--- src/rtl/game_cmd_decoder.sv ---
// UART byte-stream command decoder: validates SYNC/OPCODE/~OPCODE frames into en/func strobes.
// Optional inter-byte timeout is compiled in with `define CMD_TIMEOUT_EN.
module game_cmd_decoder #(
  parameter logic [7:0]  SYNC_BYTE      = 8'h5A,
  parameter int unsigned TIMEOUT_CYCLES = 1000000,
  parameter int unsigned ERR_CNT_W      = 8
) (
  input  logic                 clk,
  input  logic                 rst_n,
  input  logic                 rx_valid,
  input  logic [7:0]           rx_data,
  output logic                 en,
  output logic [1:0]           func,
  output logic                 frame_err,
  output logic [ERR_CNT_W-1:0] err_cnt,
  output logic                 busy
);

  typedef enum logic [1:0] {StIdle, StGotSync, StGotOp} state_e;

  state_e               state_q, state_d;
  logic [7:0]           opcode_q, opcode_d;
  logic                 en_q, en_d;
  logic [1:0]           func_q, func_d;
  logic                 frame_err_q, frame_err_d;
  logic [ERR_CNT_W-1:0] err_cnt_q, err_cnt_d;
  logic                 reject;
  logic                 opcode_ok;
  logic                 timeout;

  assign opcode_ok = (opcode_q[7:2] == 6'd0) && (opcode_q[1:0] != 2'b00);

`ifdef CMD_TIMEOUT_EN
  localparam int unsigned TmoW = (TIMEOUT_CYCLES > 2) ? $clog2(TIMEOUT_CYCLES) : 1;

  logic [TmoW-1:0] tmo_cnt_q, tmo_cnt_d;

  // A byte arriving on the expiry cycle takes priority over the timeout.
  assign timeout = (state_q != StIdle) && !rx_valid &&
                   (tmo_cnt_q == TmoW'(TIMEOUT_CYCLES - 1));

  always_comb begin
    tmo_cnt_d = tmo_cnt_q + TmoW'(1);
    if (rx_valid || (state_q == StIdle) || timeout) begin
      tmo_cnt_d = '0;
    end
  end

  always_ff @(posedge clk or negedge rst_n) begin
    if (!rst_n) begin
      tmo_cnt_q <= '0;
    end else begin
      tmo_cnt_q <= tmo_cnt_d;
    end
  end
`else
  assign timeout = 1'b0;
`endif

  always_comb begin
    state_d  = state_q;
    opcode_d = opcode_q;
    en_d     = 1'b0;
    func_d   = func_q;
    reject   = 1'b0;
    unique case (state_q)
      StIdle: begin
        if (rx_valid && (rx_data == SYNC_BYTE)) begin
          state_d = StGotSync;
        end
      end
      StGotSync: begin
        if (rx_valid) begin
          opcode_d = rx_data;
          state_d  = StGotOp;
        end else if (timeout) begin
          reject  = 1'b1;
          state_d = StIdle;
        end
      end
      StGotOp: begin
        if (rx_valid) begin
          if ((rx_data == ~opcode_q) && opcode_ok) begin
            en_d    = 1'b1;
            func_d  = opcode_q[1:0];
            state_d = StIdle;
          end else begin
            reject  = 1'b1;
            // A bad CHK that looks like a sync byte starts the next frame.
            state_d = (rx_data == SYNC_BYTE) ? StGotSync : StIdle;
          end
        end else if (timeout) begin
          reject  = 1'b1;
          state_d = StIdle;
        end
      end
      default: state_d = StIdle;
    endcase
  end

  always_comb begin
    frame_err_d = reject;
    err_cnt_d   = err_cnt_q;
    if (reject && !(&err_cnt_q)) begin
      err_cnt_d = err_cnt_q + ERR_CNT_W'(1);
    end
  end

  always_ff @(posedge clk or negedge rst_n) begin
    if (!rst_n) begin
      state_q     <= StIdle;
      opcode_q    <= 8'h00;
      en_q        <= 1'b0;
      func_q      <= 2'b00;
      frame_err_q <= 1'b0;
      err_cnt_q   <= '0;
    end else begin
      state_q     <= state_d;
      opcode_q    <= opcode_d;
      en_q        <= en_d;
      func_q      <= func_d;
      frame_err_q <= frame_err_d;
      err_cnt_q   <= err_cnt_d;
    end
  end

  assign en        = en_q;
  assign func      = func_q;
  assign frame_err = frame_err_q;
  assign err_cnt   = err_cnt_q;
  assign busy      = (state_q != StIdle);

endmodule
--- config.mk ---
export PLATFORM = sky130hd
export DESIGN_NAME = game_cmd_decoder
export DESIGN_NICKNAME = d
export VERILOG_FILES = /design/src/rtl/game_cmd_decoder.sv
export SDC_FILE = /design/constraint.sdc
export NUM_CORES = 1
export LEC_CHECK = 0
export ABC_CLOCK_PERIOD_IN_PS = 4160
export BUFFER_PORTS_ARGS = -buffer_cell sky130_fd_sc_hd__clkbuf_2
export CORE_ASPECT_RATIO = 0.7
export CORE_MARGIN = 2
export CORE_UTILIZATION = 55
export DETAILED_ROUTE_END_ITERATION = 12
export PLACE_DENSITY = 0.81
export SYNTH_ARGS = -nofsm -noshare
export SYNTH_HDL_FRONTEND = slang
export SYNTH_SLANG_ARGS = --single-unit
--- constraint.sdc ---
create_clock -name clk -period 4.16 [get_ports clk]
set_clock_uncertainty 0.1 [all_clocks]
set_input_delay 0.832 -clock clk [delete_from_list [all_inputs] [get_ports clk]]
set_output_delay 0.832 -clock clk [all_outputs]
set_load 0.01 [all_outputs]
==> Implementation_results.wiki, run 1 <==
{| class="wikitable"
! Metric !! Value
|-
| Total power of the final layout || 0.379 mW
|-
| Cts-stage hold buffer count || 0
|-
| Met2 track demand over resource || 0.310
|-
| Number of global-route vias before repair || 668
|-
| Final setup TNS || 0 ns
|-
| Number of pins with negative max-slew slack in the final report || 0
|-
| Max Root-Sink Buffers || 2
|-
| Setup Viol. Count Final || 0
|-
| Required time of the worst setup path || 3.23 ns
|-
| Post-synthesis register bit count || 22
|-
| Slack of the worst reg-to-reg path || 2.41 ns
|-
| Cell Rows || 13
|-
| Placed cell count || 126
|-
| First drt pass iteration count || 4
|-
| Remaining global-route overflow || 0
|-
| Share of layout cells above drive strength 1 || 0.444
|-
| Via/cell ratio || 5.67
|-
| Sum of routed wire length over all layers || 1870 um
|-
| Worst Max-Slew Pin Slew || 0.525 ns
|-
| Data arrival time of the critical path || 1.16 ns
|-
| RSZ-0062 raised after global routing || false
|-
| Die width || 55.9 um
|-
| Clock Latency Late Sink || approximately 0.30 ns
|-
| Number of maximum-capacitance violations || 0
|-
| Path class of the lowest-slack min-delay path || input port to async pin
|-
| Number of nets produced by synthesis || 93
|-
| Overall fraction of global-route tracks in use || 0.184
|-
| Clock-pin slew on the worst setup and hold paths || approximately 0.11 ns
|-
| Wire length of the first global-routing pass || 2990 um
|-
| Global routing met1 resource utilization || 0.237
|-
| Number of top-level pins || 24
|-
| CTS H-tree lvls || 1
|-
| Detail-routed net length per standard cell || 14.4 um
|-
| Final hold violations || 0
|-
| Total Die Area || roughly 2300 sq um
|-
| CTS tree || built
|-
| Diode count || 0
|-
| Vertical die dimension || 40.3 um
|-
| Final-layout worst hold slack || 0.381 ns
|-
| GRT met3 Usage || 0.0581
|-
| Number of setup buffers added after CTS || 0
|-
| Biggest area consumer among synthesized cells || dfrtp_1
|-
| Antenna viol nets, final || 0
|-
| Largest net degree at the start of global routing || 23
|-
| Number of standard cells after synthesis || 81
|-
| Crit. End Element || output pin
|-
| Detailed router's first-iteration violation count || 17
|-
| Clock Sinks || 22
|-
| Input/output buffers || 23
|-
| Cell types with the largest area share after synthesis || dfrtp_1 53%, mux2_2 11%, mux2_4 4.3%, nand3_1 3.9%, xnor2_1 3.4%
|-
| Final critical delay including setup and external delays || between 2 and 2.5 ns
|-
| Run status || complete, no violations
|-
| Top library cells by usage in the layout, fill and taps aside || 23 x clkbuf_2, 22 x dfrtp_1, 10 x mux2_2
|-
| Maximum fanout count along the critical path || 5
|-
| Count of different cell masters after synthesis || 27
|-
| Vias after detailed routing || between 700 and 800
|-
| Post-synthesis sequential area ratio || 0.531
|-
| Final core utilization || 0.668
|-
| Synthesized area per cell || around 13 sq um
|-
| Post-layout net count || 121
|-
| Crit path kind || flop to output pin
|-
| Filler-free cell count of the finished design || 130
|-
| Warnings from Yosys || 0
|-
| Period utilization || 0.503
|-
| Busiest layer in global routing || met2
|-
| Effective utilization at floorplan || 0.569
|-
| Netlist area before placement || 1040 sq um
|-
| Cell chosen for the clock root || clkbuf_4
|-
| Post-cts gate resize count || 0
|-
| Total power per unit cell area || between 300 and 400 nW/um^2
|-
| Post-detailed-route DRC marker count || 0
|-
| Number of buffers added by the clock tree synthesis step || 3
|-
| Most common cell after layout, fill and taps aside || clkbuf_2
|-
| Synthesis-to-finish area growth || 17.3%
|-
| Headroom to the max-slew limit || 0.650
|-
| Highest ir drop seen on vdd || around 0.24 mV
|-
| Leak || 0.620 nW
|-
| Area of the core region || approximately 1800 sq um
|-
| Element type at the critical path start || flop
|-
| Initial antenna violation count || 0
|-
| Half-perimeter wire length of the detailed placement result || approximately 1500 um
|-
| Fraction of post-synthesis cell area in the top cell type by area || 0.531
|-
| Maximum operating frequency || roughly 480 MHz
|-
| Routability-driven placement congestion ratio || 0.758
|}
==> metal layers <==
layer,vias up,wire length (um)
met5,-,0
met4,0,13
met3,2,104
met2,21,860
met1,363,890
li1,351,-
==> final cells by class <==
cell class / count / area (sq um)
Fill cell: 141 / 606
Timing Repair Buffer: 23 / 115
Sequential cell: 22 / 551
Multi-Input combinational cell: 59 / 487
Tap cell: 22 / 27.5
Clock buffer: 4 / 36.3
==> through the flow <==
| stage | instance area (sq um) | setup slack [ns] |
|---|---|---|
| CTS | 1220 | 2.06 |
| global placement | 1180 | 1.98 |
| global route | 1220 | 2.02 |
| detailed placement | 1180 | 1.90 |
| finish | 1220 | 2.07 |
| floorplan | 1040 | 2.12 |
==> kinds of logic after synthesis <==
| kind of cell | share of synthesized area |
|---|---|
| compound gates | 0.0265 |
| simple gates | 0.228 |
| xor+xnor | 0.0507 |
| fa+ha+maj | 0.0121 |
| mux | 0.152 |
| flops | 0.531 |
==> Yosys cell counts, drive strengths merged <==
cell / count
dfrtp: 22
mux2: 13
nand3: 8
nand2: 6
nor2: 5
xnor2: 4
nand3b: 3
o21ai: 3
and3: 2
and4: 2
nand2b: 2
nor4b: 2
xor2: 2
a31oi: 1
ha: 1
nand4: 1
nor3: 1
nor4: 1
nor4bb: 1
or2: 1
==> registers in the layout, indices dropped and copies added (netlist names) <==
signal	flops
en	1
err_cnt	8
frame_err	1
func	2
opcode_q	8
state_q	2
==> power by group <==
group / internal, mW / total [mW] / switching (mW)
registers: 0.222 / 0.230 / 0.00838
clock network: 0.0534 / 0.115 / 0.0613
logic: 0.0173 / 0.0344 / 0.0170
==> worst max-delay path, stage by stage (launching register included) <==
cell	delay, ns
dfrtp_1	0.43
or2_2	0.30
clkbuf_2	0.13
==> final timing paths <==
path                       cells after the start                       to               startpoint
min reg2reg                                    1   err_cnt[6]$_DFFE_PN0P_   err_cnt[6]$_DFFE_PN0P_
min in group clk                               1   err_cnt[6]$_DFFE_PN0P_   err_cnt[6]$_DFFE_PN0P_
max                                            2                     busy   state_q[0]$_DFFE_PN0P_
min                                            1             en$_DFF_PN0_                    rst_n
max reg2reg                                    5   err_cnt[1]$_DFFE_PN0P_  opcode_q[6]$_DFFE_PN0P_
max in group asynchronous                      1  opcode_q[7]$_DFFE_PN0P_                    rst_n
No activity file was read; power rests on OpenSTA's default activity.
==> run 2, diff against run 1 <==
==> config.mk (replaced) <==
export PLATFORM = sky130hd
export DESIGN_NAME = game_cmd_decoder
export DESIGN_NICKNAME = d
export VERILOG_FILES = /design/src/rtl/game_cmd_decoder.sv
export SDC_FILE = /design/constraint.sdc
export NUM_CORES = 1
export LEC_CHECK = 0
export ABC_AREA = 1
export ABC_CLOCK_PERIOD_IN_PS = 1700
export BUFFER_PORTS_ARGS = -buffer_cell sky130_fd_sc_hd__clkbuf_2
export CORE_ASPECT_RATIO = 0.7
export CORE_MARGIN = 2
export CORE_UTILIZATION = 48
export DETAILED_ROUTE_END_ITERATION = 12
export PLACE_DENSITY = 0.74
export SYNTH_ARGS = -nofsm -noshare
export SYNTH_HDL_FRONTEND = slang
export SYNTH_SLANG_ARGS = --single-unit
==> constraint.sdc (replaced) <==
create_clock -name clk -period 1.7 [get_ports clk]
set_clock_uncertainty 0.1 [all_clocks]
set_input_delay 0.34 -clock clk [delete_from_list [all_inputs] [get_ports clk]]
set_output_delay 0.34 -clock clk [all_outputs]
set_load 0.01 [all_outputs]
==> run 2 against run 1 <==
Net effect: non-clock buffer count up 3; design area rose by 17%; utilization fell by 8.3 points; synthesized cell count up 91%; flip-flop and latch count is the same; critical endpoint unchanged; largest cell class is now multi-input combinational cells; clock power grew 96%; setup slack worse by 2.0 ns; via count increased by 38%.
==> Implementation_results.wiki, run 2 <==
{| class="wikitable"
! Metric !! Value
|-
| Total power of the final layout || 1.29 mW (+240%)
|-
| Clock Latency Late Sink || 0.30 ns (about the same)
|-
| Area of the core region || 2440 sq um (+34%)
|-
| Worst reg2reg path startpoint || err_cnt[1]$_DFFE_PN0P_
|-
| Number of top-level pins || 24 (unchanged)
|-
| Clock Sinks || 22 (unchanged)
|-
| Diode count || 0 (unchanged)
|-
| Detail-routed net length per standard cell || 10.8 um (-25%)
|-
| Period utilization || 0.955
|-
| Total Die Area || 2970 sq um (+32%)
|-
| Post-synthesis register bit count || 22 (unchanged)
|-
| Clock-pin slew on the worst setup and hold paths || 0.11 ns (about the same)
|-
| Warnings from Yosys || 0 (unchanged)
|-
| Number of maximum-capacitance violations || 0 (unchanged)
|-
| Half-perimeter wire length of the detailed placement result || 1860 um (+26%)
|-
| Maximum operating frequency || approximately 600 MHz
|-
| Final setup TNS || 0 ns (unchanged)
|-
| CTS H-tree lvls || 1 (unchanged)
|-
| Number of nets produced by synthesis || 167 (+80%)
|-
| Final core utilization || 0.584 (-0.0835)
|-
| Synthesized area per cell || 7.89 sq um (-38%)
|-
| Worst Hold Endpoint || state_q[1]$_DFFE_PN0P_
|-
| Final hold violations || 0 (unchanged)
|-
| Data arrival time of the critical path || 1.18 ns (+0.02 ns)
|-
| Highest ir drop seen on vdd || 0.498 mV (+110%)
|-
| Post-layout net count || 196 (+62%)
|-
| Overall fraction of global-route tracks in use || 0.175 (-0.00893)
|-
| Worst Hold Launch || rx_valid
|-
| Most frequently used cell type in the post-synthesis netlist || nand2_1
|-
| Number of stages on the worst hold path || 2
|-
| Number of buffers added by the clock tree synthesis step || 3 (unchanged)
|-
| Most common cell after layout, fill and taps aside || nand2_1
|-
| Sum of routed wire length over all layers || 2340 um (+25%)
|-
| Crit. End Element || output pin
|-
| Routability-driven placement congestion ratio || 0.806 (+6.3%)
|-
| RSZ-0062 raised after global routing || false
|-
| Vertical die dimension || 46.2 um (+15%)
|-
| Cell Rows || 15 (+2)
|-
| Netlist area before placement || 1220 sq um (+18%)
|-
| Total power per unit cell area || 907 nW/um^2 (+190%)
|-
| R2r worst-path depth || 7 (+2)
|-
| Wire length of the first global-routing pass || 3940 um (+32%)
|-
| Crit path kind || flop to output pin
|-
| Element type at the critical path start || flop
|-
| Number of pins with negative max-slew slack in the final report || 0 (unchanged)
|-
| Vias after detailed routing || 1,020 (+38%)
|-
| Antenna viol nets, final || 0 (unchanged)
|-
| Required time of the worst setup path || 1.26 ns (-1.97 ns)
|-
| Async SR Flop Fraction || 1.00 (unchanged)
|-
| Setup Viol. Count Final || 0 (unchanged)
|-
| Max Root-Sink Buffers || 2 (unchanged)
|-
| Number of setup buffers added after CTS || 0 (unchanged)
|-
| Number of global-route vias before repair || 910 (+36%)
|-
| Run status || complete, no violations
|-
| Via/cell ratio || 4.72 (-17%)
|-
| Largest net degree at the start of global routing || 23 (unchanged)
|-
| Worst Max-Slew Pin Slew || 0.535 ns (+0.0103 ns)
|-
| Detailed router's first-iteration violation count || 56 (+39)
|-
| Most numerous cell types in the synthesized netlist || 47 x nand2_1, 22 x dfrtp_1, 17 x nor2_1
|-
| Maximum fanout count along the critical path || 5 (unchanged)
|-
| Post-detailed-route DRC marker count || 0 (unchanged)
|-
| Path class of the lowest-slack min-delay path || input port to flop
|-
| Effective utilization at floorplan || 0.501 (-0.0683)
|-
| Top library cells by usage in the layout, fill and taps aside || 47 x nand2_1, 23 x clkbuf_2, 22 x dfrtp_1
|-
| Launching instance or port of the critical path || state_q[0]$_DFFE_PN0P_
|-
| Filler-free cell count of the finished design || 216 (+66%)
|-
| Fraction of post-synthesis cell area in the top cell type by area || 0.450 (-0.0804)
|-
| R2R Path End || err_cnt[2]$_DFFE_PN0P_
|-
| Placed cell count || 212 (+68%)
|-
| Final critical delay including setup and external delays || 1.62 ns
|-
| Count of different cell masters after synthesis || 25 (-7.4%)
|-
| Cell types with the largest area share after synthesis || dfrtp_1 45%, nand2_1 14%, nor2_1 5.2%, nand4_1 4.1%, inv_1 4.0%
|-
| Number of synthesized flops with an enable pin || 0 (unchanged)
|-
| CTS tree || built
|-
| Cell chosen for the clock root || clkbuf_4
|-
| Most frequently used flop master after synthesis || dfrtp_1
|-
| Slack of the worst reg-to-reg path || 0.15 ns (-2.26 ns)
|-
| Synthesis-to-finish area growth || 16.6%
|-
| Post-synthesis sequential area ratio || 0.450 (-0.0804)
|-
| Fillers || 234 (+66%)
|-
| Number of standard cells after synthesis || 155 (+91%)
|-
| Leak || 0.756 nW (+22%)
|-
| Die width || 64.3 um (+15%)
|-
| Biggest area consumer among synthesized cells || dfrtp_1
|-
| Remaining global-route overflow || 0 (unchanged)
|-
| Initial antenna violation count || 0 (unchanged)
|-
| Input/output buffers || 23 (unchanged)
|-
| First drt pass iteration count || 4 (unchanged)
|-
| Headroom to the max-slew limit || 0.643 (-0.00687)
|-
| Share of layout cells above drive strength 1 || 0.253 (-0.192)
|}
## run 2: metal layers
metal | track usage | share of wire | vias to the layer above
li1 | - | - | 549
met2 | 0.288 | 0.44 | 16
met5 | 0 | 0 | -
met4 | 0.0255 | 0.0038 | 0
met3 | 0.0440 | 0.038 | 2
met1 | 0.242 | 0.52 | 453
## run 2: how the worst max path moves through the flow
stage | end | slack [ns] | cells past startpoint
3_3_place_gp | func[0]$_DFFE_PN0P_ | 0.18 | 9
2_1_floorplan | err_cnt[5]$_DFFE_PN0P_ | 0.22 | 7
4_1_cts | busy | 0.06 | 2
6_report | busy | 0.08 | 2
3_5_place_dp | err_cnt[6]$_DFFE_PN0P_ | 0.12 | 7
5_1_grt | busy | 0.0005 | 2
## run 2: where the power goes
part	total [mW]	switching [mW]	internal, mW	leakage [nW]
Combinational	0.364	0.208	0.156	0.456
Clock	0.225	0.142	0.0826	0.0138
Sequential	0.703	0.0915	0.612	0.287
Total	1.29	0.441	0.851	0.756
## run 2: through the flow
stage	setup WS [ns]	hold slack, ns	instance area (sq um)
finish	0.0770	0.167	1430
global route	0.000462	0.156	1430
CTS	0.0564	0.152	1420
detailed placement	0.119	0.256	1390
global placement	0.184	0.252	1390
floorplan	0.216	-0.0556	1220
## run 2: cell type report
class,instances,area [sq um],area share
Multi-Input combinational cell,110,591,0.414
Sequential cell,22,551,0.386
Timing Repair Buffer,26,140,0.0983
Inverter,21,78.8,0.0553
Tap cell,34,42.5,0.0299
Clock buffer,3,22.5,0.0158
## run 2: kinds of logic (layout without fill, tap and decap cells)
group / after synthesis / count (layout) / synth area share
AOI/OAI and AO/OA: 11 / 11 / 0.0450
xor gates and xnor gates: 4 / 4 / 0.0287
adders and majority gates: 1 / 1 / 0.0102
buffers and inverters: 23 / 50 / 0.0727
DFF: 22 / 22 / 0.450
muxes: 2 / 2 / 0.0184
and+or+nand+nor: 92 / 92 / 0.375
## run 2: what timing repair did
action | in CTS | in global routing
hold endpoints to repair | 22 | 0
setup endpoints to repair | 0 | 8
gates resized for setup | 0 | 1
hold buffers | 1 | 0
## run 2: worst max-delay path: stages, from the launching register on
cell and delay [ns]:
dfrtp_1 0.44, or2_2 0.31, clkbuf_2 0.13
